### config.mk
export PLATFORM = sky130hd
export DESIGN_NAME = irq_arbiter
export DESIGN_NICKNAME = d
export VERILOG_FILES = /design/src/rtl/irq_arbiter.sv
export SDC_FILE = /design/constraint.sdc
export NUM_CORES = 1
export LEC_CHECK = 0
export ABC_CLOCK_PERIOD_IN_PS = 3050
export CORE_MARGIN = 2
export CORE_UTILIZATION = 35
export CTS_CLUSTER_SIZE = 12
export DETAILED_ROUTE_END_ITERATION = 10
export DONT_BUFFER_PORTS = 1
export PLACE_DENSITY = 0.5
export SLEW_MARGIN = 5
export SYNTH_ARGS = -nofsm -noshare
export SYNTH_HDL_FRONTEND = slang
export SYNTH_SLANG_ARGS = --single-unit
### constraint.sdc
create_clock -name ALCLK -period 3.05 [get_ports ALCLK]
set_clock_uncertainty 0.15 [all_clocks]
set_input_delay 0 -clock ALCLK [delete_from_list [all_inputs] [get_ports ALCLK]]
set_output_delay 0 -clock ALCLK [all_outputs]
set_load 0.05 [all_outputs]
### src/rtl/irq_arbiter.sv
// Interrupt arbiter: edge-latched pending bits per source, per-source mask,
// high-priority-first round-robin arbitration and a valid/ack host handshake.
module irq_arbiter #(
    parameter int unsigned pNUM_SRC  = 4,
    parameter int unsigned pID_WIDTH = 2
) (
    input  logic                 ALCLK,
    input  logic                 ARESET_N,
    input  logic [pNUM_SRC-1:0]  hi_pri_req,
    input  logic [pNUM_SRC-1:0]  user_irq,
    input  logic                 cfg_we,
    input  logic [pNUM_SRC-1:0]  cfg_mask,
    output logic                 irq_valid,
    output logic [pID_WIDTH-1:0] irq_src,
    output logic                 irq_hi,
    input  logic                 irq_ack,
    output logic [pNUM_SRC-1:0]  pend_hi,
    output logic [pNUM_SRC-1:0]  pend_lo
);

    localparam int unsigned N = pNUM_SRC;
    localparam int unsigned W = pID_WIDTH;
    localparam logic [W-1:0] RR_RST = W'(N - 1);

    typedef enum logic [1:0] {
        ST_IDLE  = 2'd0,
        ST_ISSUE = 2'd1,
        ST_HOLD  = 2'd2
    } state_t;

    // Round-robin search beginning one past ptr, wrapping modulo N.
    function automatic logic [W-1:0] rr_pick(input logic [N-1:0] vec,
                                             input logic [W-1:0] ptr);
        logic [W-1:0] sel;
        logic         found;
        logic [N-1:0] sh;
        int unsigned  idx;
        sel   = '0;
        found = 1'b0;
        for (int unsigned i = 1; i <= N; i++) begin
            idx = (32'(ptr) + i) % N;
            sh  = vec >> idx;
            if (!found && sh[0]) begin
                found = 1'b1;
                sel   = W'(idx);
            end
        end
        return sel;
    endfunction

    logic [N-1:0] r_hi_s;
    logic [N-1:0] r_hi_d;
    logic [N-1:0] r_lo_s;
    logic [N-1:0] r_lo_d;
    logic [N-1:0] r_pend_hi;
    logic [N-1:0] r_pend_lo;
    logic [N-1:0] r_mask;
    logic [W-1:0] r_rr_hi;
    logic [W-1:0] r_rr_lo;
    logic [W-1:0] r_irq_src;
    logic         r_irq_hi;
    logic         r_irq_valid;
    state_t       r_state;

    state_t       w_state_nxt;
    logic         w_load;
    logic [N-1:0] w_rise_hi;
    logic [N-1:0] w_rise_lo;
    logic [N-1:0] w_elig_hi;
    logic [N-1:0] w_elig_lo;
    logic         w_any_hi;
    logic         w_any_lo;
    logic [W-1:0] w_pick_hi;
    logic [W-1:0] w_pick_lo;
    logic [W-1:0] w_gnt_src;
    logic         w_gnt_hi;
    logic         w_hs;
    logic [N-1:0] w_src_vec;
    logic [N-1:0] w_clr_hi;
    logic [N-1:0] w_clr_lo;

    // Inputs are sampled first, then compared with their previous sample.
    assign w_rise_hi = r_hi_s & ~r_hi_d;
    assign w_rise_lo = r_lo_s & ~r_lo_d;

    assign w_elig_hi = r_pend_hi & ~r_mask;
    assign w_elig_lo = r_pend_lo & ~r_mask;
    assign w_any_hi  = |w_elig_hi;
    assign w_any_lo  = |w_elig_lo;
    assign w_pick_hi = rr_pick(w_elig_hi, r_rr_hi);
    assign w_pick_lo = rr_pick(w_elig_lo, r_rr_lo);
    assign w_gnt_src = w_any_hi ? w_pick_hi : w_pick_lo;
    assign w_gnt_hi  = w_any_hi;

    assign w_hs      = (r_state == ST_ISSUE) && irq_ack;
    assign w_src_vec = N'(1) << r_irq_src;
    assign w_clr_hi  = (w_hs && r_irq_hi)  ? w_src_vec : '0;
    assign w_clr_lo  = (w_hs && !r_irq_hi) ? w_src_vec : '0;

    // Input sampling and edge history.
    always_ff @(posedge ALCLK or negedge ARESET_N) begin
        if (!ARESET_N) begin
            r_hi_s <= '0;
            r_hi_d <= '0;
            r_lo_s <= '0;
            r_lo_d <= '0;
        end else begin
            r_hi_s <= hi_pri_req;
            r_hi_d <= r_hi_s;
            r_lo_s <= user_irq;
            r_lo_d <= r_lo_s;
        end
    end

    // Pending bits: a new edge wins over a same-cycle clear.
    always_ff @(posedge ALCLK or negedge ARESET_N) begin
        if (!ARESET_N) begin
            r_pend_hi <= '0;
            r_pend_lo <= '0;
        end else begin
            r_pend_hi <= (r_pend_hi & ~w_clr_hi) | w_rise_hi;
            r_pend_lo <= (r_pend_lo & ~w_clr_lo) | w_rise_lo;
        end
    end

    always_ff @(posedge ALCLK or negedge ARESET_N) begin
        if (!ARESET_N) begin
            r_mask <= '0;
        end else if (cfg_we) begin
            r_mask <= cfg_mask;
        end
    end

    // Round-robin pointers follow the last acknowledged source of each class.
    always_ff @(posedge ALCLK or negedge ARESET_N) begin
        if (!ARESET_N) begin
            r_rr_hi <= RR_RST;
            r_rr_lo <= RR_RST;
        end else if (w_hs) begin
            if (r_irq_hi) begin
                r_rr_hi <= r_irq_src;
            end else begin
                r_rr_lo <= r_irq_src;
            end
        end
    end

    always_ff @(posedge ALCLK or negedge ARESET_N) begin
        if (!ARESET_N) begin
            r_state <= ST_IDLE;
        end else begin
            r_state <= w_state_nxt;
        end
    end

    always_comb begin
        w_state_nxt = r_state;
        w_load      = 1'b0;
        case (r_state)
            ST_IDLE: begin
                if (w_any_hi || w_any_lo) begin
                    w_load      = 1'b1;
                    w_state_nxt = ST_ISSUE;
                end
            end
            ST_ISSUE: begin
                if (irq_ack) begin
                    w_state_nxt = ST_HOLD;
                end
            end
            ST_HOLD: begin
                w_state_nxt = ST_IDLE;
            end
            default: begin
                w_state_nxt = ST_IDLE;
            end
        endcase
    end

    // Presented interrupt is captured once per grant and held until HOLD.
    always_ff @(posedge ALCLK or negedge ARESET_N) begin
        if (!ARESET_N) begin
            r_irq_valid <= 1'b0;
            r_irq_src   <= '0;
            r_irq_hi    <= 1'b0;
        end else begin
            r_irq_valid <= (w_state_nxt == ST_ISSUE);
            if (w_load) begin
                r_irq_src <= w_gnt_src;
                r_irq_hi  <= w_gnt_hi;
            end
        end
    end

    assign irq_valid = r_irq_valid;
    assign irq_src   = r_irq_src;
    assign irq_hi    = r_irq_hi;
    assign pend_hi   = r_pend_hi;
    assign pend_lo   = r_pend_lo;

endmodule
; ---- Word level (Yosys, flattened, before mapping)
; Index checks and enable logic that the tools add are counted.
; W data, S select, Z words.
[word_totals]
reg_bits = 38
[op_classes]
add_sub_neg = 8
n_mux = 22
n_reduce_logical = 22
n_bitwise = 14
n_eq_ne = 2
shifts = 9
[op_table]
columns = op, n
row1 = $shr A4 B2 Y1, 8
row2 = $and A4 B4 Y4, 6
row3 = $mux W2, 11
row4 = $not A4 Y4, 5
row5 = $logic_and A1 B1 Y1, 9
row6 = $add A2 B1 Y2 const B, 4
row7 = $add A2 B2 Y2 const B, 4
row8 = $mux W1, 8
row9 = $mux W4, 2
row10 = $or A4 B4 Y4, 2
row11 = $reduce_or A4 Y1, 2
row12 = $logic_not A1 Y1, 7
row13 = $eq A2 B1 Y1 const B, 2
row14 = $pmux W2 S2, 1
row15 = $reduce_and A2 Y1, 2
row16 = $shl A1 B2 Y4 const A, 1
row17 = $logic_not A2 Y1, 1
row18 = $logic_or A1 B1 Y1, 1
row19 = $not A1 Y1, 1

; ---- Depth between registers and ports, before layout
; Gate-level depths: netlist (run 1).
[logic_depth]
depth_word = 14
mapped_depth = 5
mapped_depth_nobuf = 5

; ---- Least setup slack after synthesis (run 1)
; Ideal clock, no wire load.
[synth_path]
kind = register to register
startpoint = register r_pend_lo[0], in the netlist pend_lo[0]
endpoint = register r_irq_src[1], in the netlist irq_src[1]
period_less_slack_ps = 1793
setup_ps = 126
setup_slack_ps = 1257
arrival_time_ps = 1517
path_stages_with_launch = 6
path_buffers = 0
cell_sequence = dfrtp_1 -> nor2b_4 -> o211ai_2 -> a21oi_1 -> o21ai_0 -> a221o_1
[synth_between]
elab_chain_len = 13
word_cells_on_any_way = 23
cone_classes = shift: 4 / mux: 10 / bitwise: 1 / reduce/logical: 8
[synth_rtl]
columns = element, line_no
row1 = "start, declared", 56  ; logic [N-1:0] r_pend_lo;
row2 = "start signal, assigned", 122  ; r_pend_lo <= (r_pend_lo & ~w_clr_lo) | w_rise_lo;
row3 = $and A4 B4 Y4 (*), 87  ; assign w_elig_lo = r_pend_lo & ~r_mask;
row4 = $shr A4 B2 Y1, 42  ; sh = vec >> idx;
row5 = $mux W1, 43  ; if (!found && sh[0]) begin
row6 = $logic_not A1 Y1, 43
row7 = $logic_and A1 B1 Y1, 43
row8 = $mux W1, 43
row9 = $logic_not A1 Y1, 43
row10 = $logic_and A1 B1 Y1, 43
row11 = $mux W1, 43
row12 = $logic_not A1 Y1, 43
row13 = $logic_and A1 B1 Y1, 43
row14 = $mux W2, 43
row15 = $mux W2, 92  ; assign w_gnt_src = w_any_hi ? w_pick_hi : w_pick_lo;
row16 = "end signal, assigned", 189  ; r_irq_src <= w_gnt_src;
row17 = "end, declared", 60  ; logic [W-1:0] r_irq_src;
; Mark *: on every way between the ends. The rest lies on a longest branch, timed or not.
; A chain may end at the register's enable or synchronous reset.

; ---- Final worst setup path (run 1)
[layout_path]
startpoint = register r_pend_lo[1], in the netlist pend_lo[1]
endpoint = register r_irq_src[0], in the netlist irq_src[0]
; Same word-level chain as after synthesis.

==> qor.txt, run 1 <==
Post-synth cell types: 35
DP HPWL: 2420 µm
Vias in the first global route: 1160
First-pass DRT Iterations: 4
Met3 Wirelength: 185 µm
Worst-margin pin slew: 739 ps
DR vias: 1085
Gate Count Post-Synth: 136
CP max FO: 6
Top_reg_cell synth: dfrtp_1
Flop pwr share: 0.568
Area growth from synthesis to layout: 20.3%
Power density over cell area: 916 nW/µm²
Average wire per standard cell: 16.0 µm
Initial Util: 0.364
Root Driver: clkbuf_8
Async SR Flop Fraction: 1.00
Rel. slew slack: 0.507
Post-synth top cells: dfrtp_1, inv_1, o21ai_0
Crit path time final: 1970 ps
Syn_area_per_cell: 11.7 µm²
Internal power: 1000 µW
RePlAce Congestion: 0.768
Clock buffer depth: 2
Reg clk slew, reported paths: 70 ps
Max cap viols: 0
FMAX: 507 MHz
Postcts setup bufs: 0
Largest net degree at the start of global routing: 39
Nets: 174
Switch share: 0.426
Non-Filler Instances: 211
Critical setup path kind: reg -> reg
Sink Count: 38
DR vias/cell: 5.14
Port Buffers: 0
Synth area leader: dfrtp_1
Cell leakage power: 0.000819 µW
CTS tree: done
Synth top area cells: dfrtp_1, dfstp_2, o21ai_0
Boundary pin count: 28
Setup crit end kind: flip-flop
Area of the die: 5090 µm²
Cell with the most instances after synthesis: dfrtp_1
Hold_buf cts: 16
First-pass GRT wire length: 5510 µm
WL met2: 1720 µm
Yosys warning total: 0
Final number of setup-violating endpoints: 0
Hold/Removal Path Class: in -> async
Critical path required time: 3100 ps
#FFs+latches synth: 38
DRT met1 WL: 1410 µm
DRT iter0 DRCs: 180
Post-synthesis sequential area ratio: 0.603
Slew Limit Fails: 0
Post-synth EDFFs: 0
Die Width: 71.3 µm
Startpoint Class: flip-flop
Cell Rows: 24
Top routing layer in use: met4
RSZ-0062 raised after global routing: no
# DRC: 0
DRT antenna net count: 0
Cell total after placement: 187
Htree depth: 2
Sw Pwr: 744 µW
Period utilisation layout: 0.646
Share of cells above drive strength 1: 0.176
Diode count: 0
Area of the core: 4350 µm²
Crit path from: pend_lo[1]$_DFF_PN0_
Final hold violations: 0
GR Util All Layers: 0.144
Initial antenna violation count: 0
Comb power frac: 0.232
Clock power frac: 0.200
Arr. time, crit path: 2020 ps
Yosys top cell area share: 0.536
Routed WL: 3380 µm
Fin Setup TNS: 0 ps
Max VDD drop: 0.349 mV
Post_cts resized: 0
Height of the die: 71.3 µm
Total gr overflow: 0
Syn nets: 152
Num CTS Buffers: 5
RR Startpoint: pend_lo[1]$_DFF_PN0_
Outcome: finished clean
Netlist Area Pre-Place: 1590 µm²
Clock insertion delay at the later pin of the skew report: 280 ps
==> routing by layer <==
metal	up-vias	track usage
met5	-	0
met1	535	0.163
met4	0	0.0671
met2	23	0.242
li1	518	-
met3	9	0.0534
==> stage by stage <==
stage	area (µm²)	utilization	worst slack (ps)	power (µW)	hold slack (ps)
after floorplan	1590	-	1260	1260	-446
after global placement	1650	0.378	1190	1360	-445
after detailed placement	1650	0.378	1100	1380	-445
after CTS	1910	0.438	1090	1760	18.9
after global routing	1910	0.438	888	1860	26.3
final	1910	0.438	1080	1750	9.45
==> path summary, 6_finish.rpt <==
path | endpoint | slack (ps) | depth (start not counted)
worst max-delay path | irq_src[0]$_DFFE_PN0P_ | 1080 | 4
worst min-delay path | pend_lo[1]$_DFF_PN0_ | 9 | 2
worst max register to register | irq_src[0]$_DFFE_PN0P_ | 1080 | 4
worst min register to register | r_lo_d[2]$_DFF_PN0_ | 220 | 0
max in group asynchronous | r_rr_hi[1]$_DFFE_PN1P_ | 2490 | 2
min in group ALCLK | r_lo_s[0]$_DFF_PN0_ | 110 | 1
==> layout make-up <==
type | count | area (µm²)
Multi-Input combinational cell | 84 | 577
Tap cell | 52 | 65.1
Fill cell | 423 | 2450
Clock buffer | 7 | 86.3
Clock inverter | 1 | 5.00
Timing Repair Buffer | 16 | 170
Inverter | 13 | 48.8
Sequential cell | 38 | 956
==> worst max-delay path, stage by stage (launching register included) <==
cell and delay (ps):
dfrtp_1 680, nand2b_1 270, o311ai_0 470, o211ai_1 150, a22oi_1 170
==> cell usage in the layout, fill, tap and decap left out, types with 2 or more instances in the layout <==
master         count
nand4_2            2
a21oi_1            3
mux2_2             4
nor2_1             5
a31oi_1            2
dfstp_2            4
o21ai_1            7
nor2b_1            4
inv_1             13
clkbuf_8           6
nand2b_2           2
nand2b_4           3
a221o_1            3
o31ai_1            3
nand2_1            9
o21ai_0           13
dfrtp_1           34
dlygate4sd3_1     15
nand2b_1           6
a211oi_1           2
==> registers in the layout, indices dropped and copies added (netlist names) <==
register	count
pend_hi	4
pend_lo	4
r_hi_d	4
r_hi_s	4
r_lo_d	4
r_lo_s	4
r_mask	4
irq_src	2
r_rr_hi	2
r_rr_lo	2
r_state	2
irq_hi	1
irq_valid	1
==> logic make-up after synthesis <==
group                  share of synthesized area
AOI/OAI and AO/OA                          0.162
and+or+nand+nor                            0.164
DFF                                        0.603
buffers and inverters                     0.0339
muxes                                     0.0379
==> power groups by stage <==
stage | Clock [µW] | Combinational, µW | Sequential (µW)
5_1_grt | 386 | 458 | 1010
2_1_floorplan | 0 | 311 | 946
3_3_place_gp | 0 | 366 | 998
4_1_cts | 359 | 409 | 996
3_5_place_dp | 0 | 376 | 1010
6_report | 350 | 406 | 993
No activity file was read; power rests on OpenSTA's default activity.
==> run 2, diff against run 1 <==
- ABC_CLOCK_PERIOD_IN_PS: 3050 -> 1600
- PLACE_DENSITY: 0.5 -> 0.52
- clock period: 3.05 -> 1.6 ns (I/O delays scaled with it)
==> run 2 against run 1 <==
- utilization is 3.0 points higher
- first-iteration DRC count is 78% lower
- total power is 100% higher
- critical path depth is 1 higher
- critical endpoint is now irq_src[1]$_DFFE_PN0P_
- sequential share of layout area is 2.6 points lower
- die area stayed put
- register-to-register slack worse by 1000 ps
- count of clock-buffer cells in the layout stayed put
- non-clock buffer count is 12 higher
- global-route usage is 0.97 points lower
- largest cell class unchanged
- clock power is 87% higher
==> qor.txt, run 2 (synthesized netlist as in run 1, its figures left out) <==
Outcome: finished clean
Buf/Inv on CP: 0
Die Width: 71.3 µm
Placed inst area: 1750 µm²
GR Util All Layers: 0.134
Sequential Area: 968 µm²
Startpoint Class: flip-flop
Max VDD drop: 0.747 mV
DRT iter0 DRCs: 40
Footprint of the multi-input gates: 607 µm²
CP delay by family, top: flip-flops
Fillcell total: 401
Setup crit end kind: flip-flop
Boundary pin count: 28
Cell leakage power: 0.000876 µW
DP HPWL: 2290 µm
Final Util: 0.469
Commonest non-fill, non-tap cell in the layout: dfrtp_1
Rel. slew slack: 0.704
Average wire per standard cell: 14.2 µm
Routed WL: 3170 µm
Cell Rows: 24
Worst-margin pin slew: 444 ps
# DRC: 0
Total gr overflow: 0
Final number of setup-violating endpoints: 0
Critical path required time: 1620 ps
Arr. time, crit path: 1580 ps
Port Buffers: 0
Slowest CP cell: dfrtp_2
CP most frequent cell: nand2b_4
Nets: 186
Clock buffer depth: 2
Hold/Removal Path Class: in -> async
Reg clk slew, reported paths: 80 ps
Most frequent cells in the layout: dfrtp_1, dlygate4sd3_1, o21ai_0, inv_1, buf_4
Initial Util: 0.364
Diode count: 0
Sink Count: 38
Fin Setup TNS: 0 ps
RePlAce Congestion: 0.978
DRT antenna net count: 0
Clock insertion delay at the later pin of the skew report: 280 ps
Area growth from synthesis to layout: 28.6%
Crit-path cells: nand2b_4, nor3_4, nand2b_4, a211oi_1, a221o_1
Height of the die: 71.3 µm
Initial antenna violation count: 0
Num CTS Buffers: 5
Crit path time final: 1560 ps
DR vias: 1152
Area of the die: 5090 µm²
Share of cells above drive strength 1: 0.322
Worst-case hold slack: 14.1 ps
Postcts setup bufs: 0
RR Startpoint: r_mask[0]$_DFFE_PN0P_
Period utilisation layout: 0.976
Area of the core: 4350 µm²
Root Driver: clkbuf_8
Power density over cell area: 1730 nW/µm²
Final hold violations: 0
Largest stage delay, worst path: 460 ps
RSZ-0062 raised after global routing: yes
First-pass GRT wire length: 5260 µm
Crit path from: r_mask[0]$_DFFE_PN0P_
CP max FO: 5
First-pass DRT Iterations: 4
DR vias/cell: 5.17
Vias in the first global route: 1157
Largest net degree at the start of global routing: 39
Htree depth: 2
Slew Limit Fails: 0
Final instance area: 2040 µm²
FMAX: 640 MHz
Max cap viols: 0
CTS tree: done
Critical setup path kind: reg -> reg
[run 2: cell types whose count changed in the layout (fill, tap and decap cells not counted), sizes merged]
cell / delta
buf: +12
[run 2: per-stage QoR]
stage / setup slack, ps / power [µW] / instances
2_1_floorplan: -9.72 / 2410 / 136
3_3_place_gp: 6.64 / 2770 / 199
3_5_place_dp: -16.3 / 2800 / 199
4_1_cts: 12.9 / 3560 / 223
5_1_grt: -23.9 / 3750 / 223
6_report: 38.7 / 3540 / 223
[run 2: layer usage]
metal / track usage / routed length, µm / up-vias
met4: 0.0587 / 44 / 0
li1: - / - / 545
met2: 0.223 / 1630 / 35
met5: 0 / 0 / -
met1: 0.161 / 1320 / 566
met3: 0.0422 / 170 / 6
[run 2: power breakdown]
part	internal, µW	total (µW)	switching, µW
registers	1230	1540	312
clock network	347	654	307
logic	526	1340	819
total	2100	3540	1440
[run 2: final timing paths]
check                                         endpoint  slack (ps)  cells after the start
worst max-delay path            irq_src[1]$_DFFE_PN0P_          40                      5
worst min-delay path              pend_lo[0]$_DFF_PN0_          10                      2
worst max register to register  irq_src[1]$_DFFE_PN0P_          40                      5
worst min register to register     r_lo_d[1]$_DFF_PN0_         220                      0
max in group asynchronous       r_rr_hi[0]$_DFFE_PN1P_        1030                      2
min in group ALCLK                 r_hi_s[0]$_DFF_PN0_         120                      1
[run 2: area by class of cell]
| type | count | share of cell area |
|---|---|---|
| Tap cell | 52 | 0.0319 |
| Multi-Input combinational cell | 84 | 0.297 |
| Clock buffer | 7 | 0.0423 |
| Clock inverter | 1 | 0.00245 |
| Timing Repair Buffer | 28 | 0.128 |
| Sequential cell | 38 | 0.475 |
| Inverter | 13 | 0.0239 |
[run 2: what timing repair did]
item                                    4_1_cts  5_1_grt
gates resized for setup                       5        3
pin swaps                                     1        2
hold buffers                                 16        0
endpoints found under the hold margin        59        0
endpoints found under the setup margin        3        2
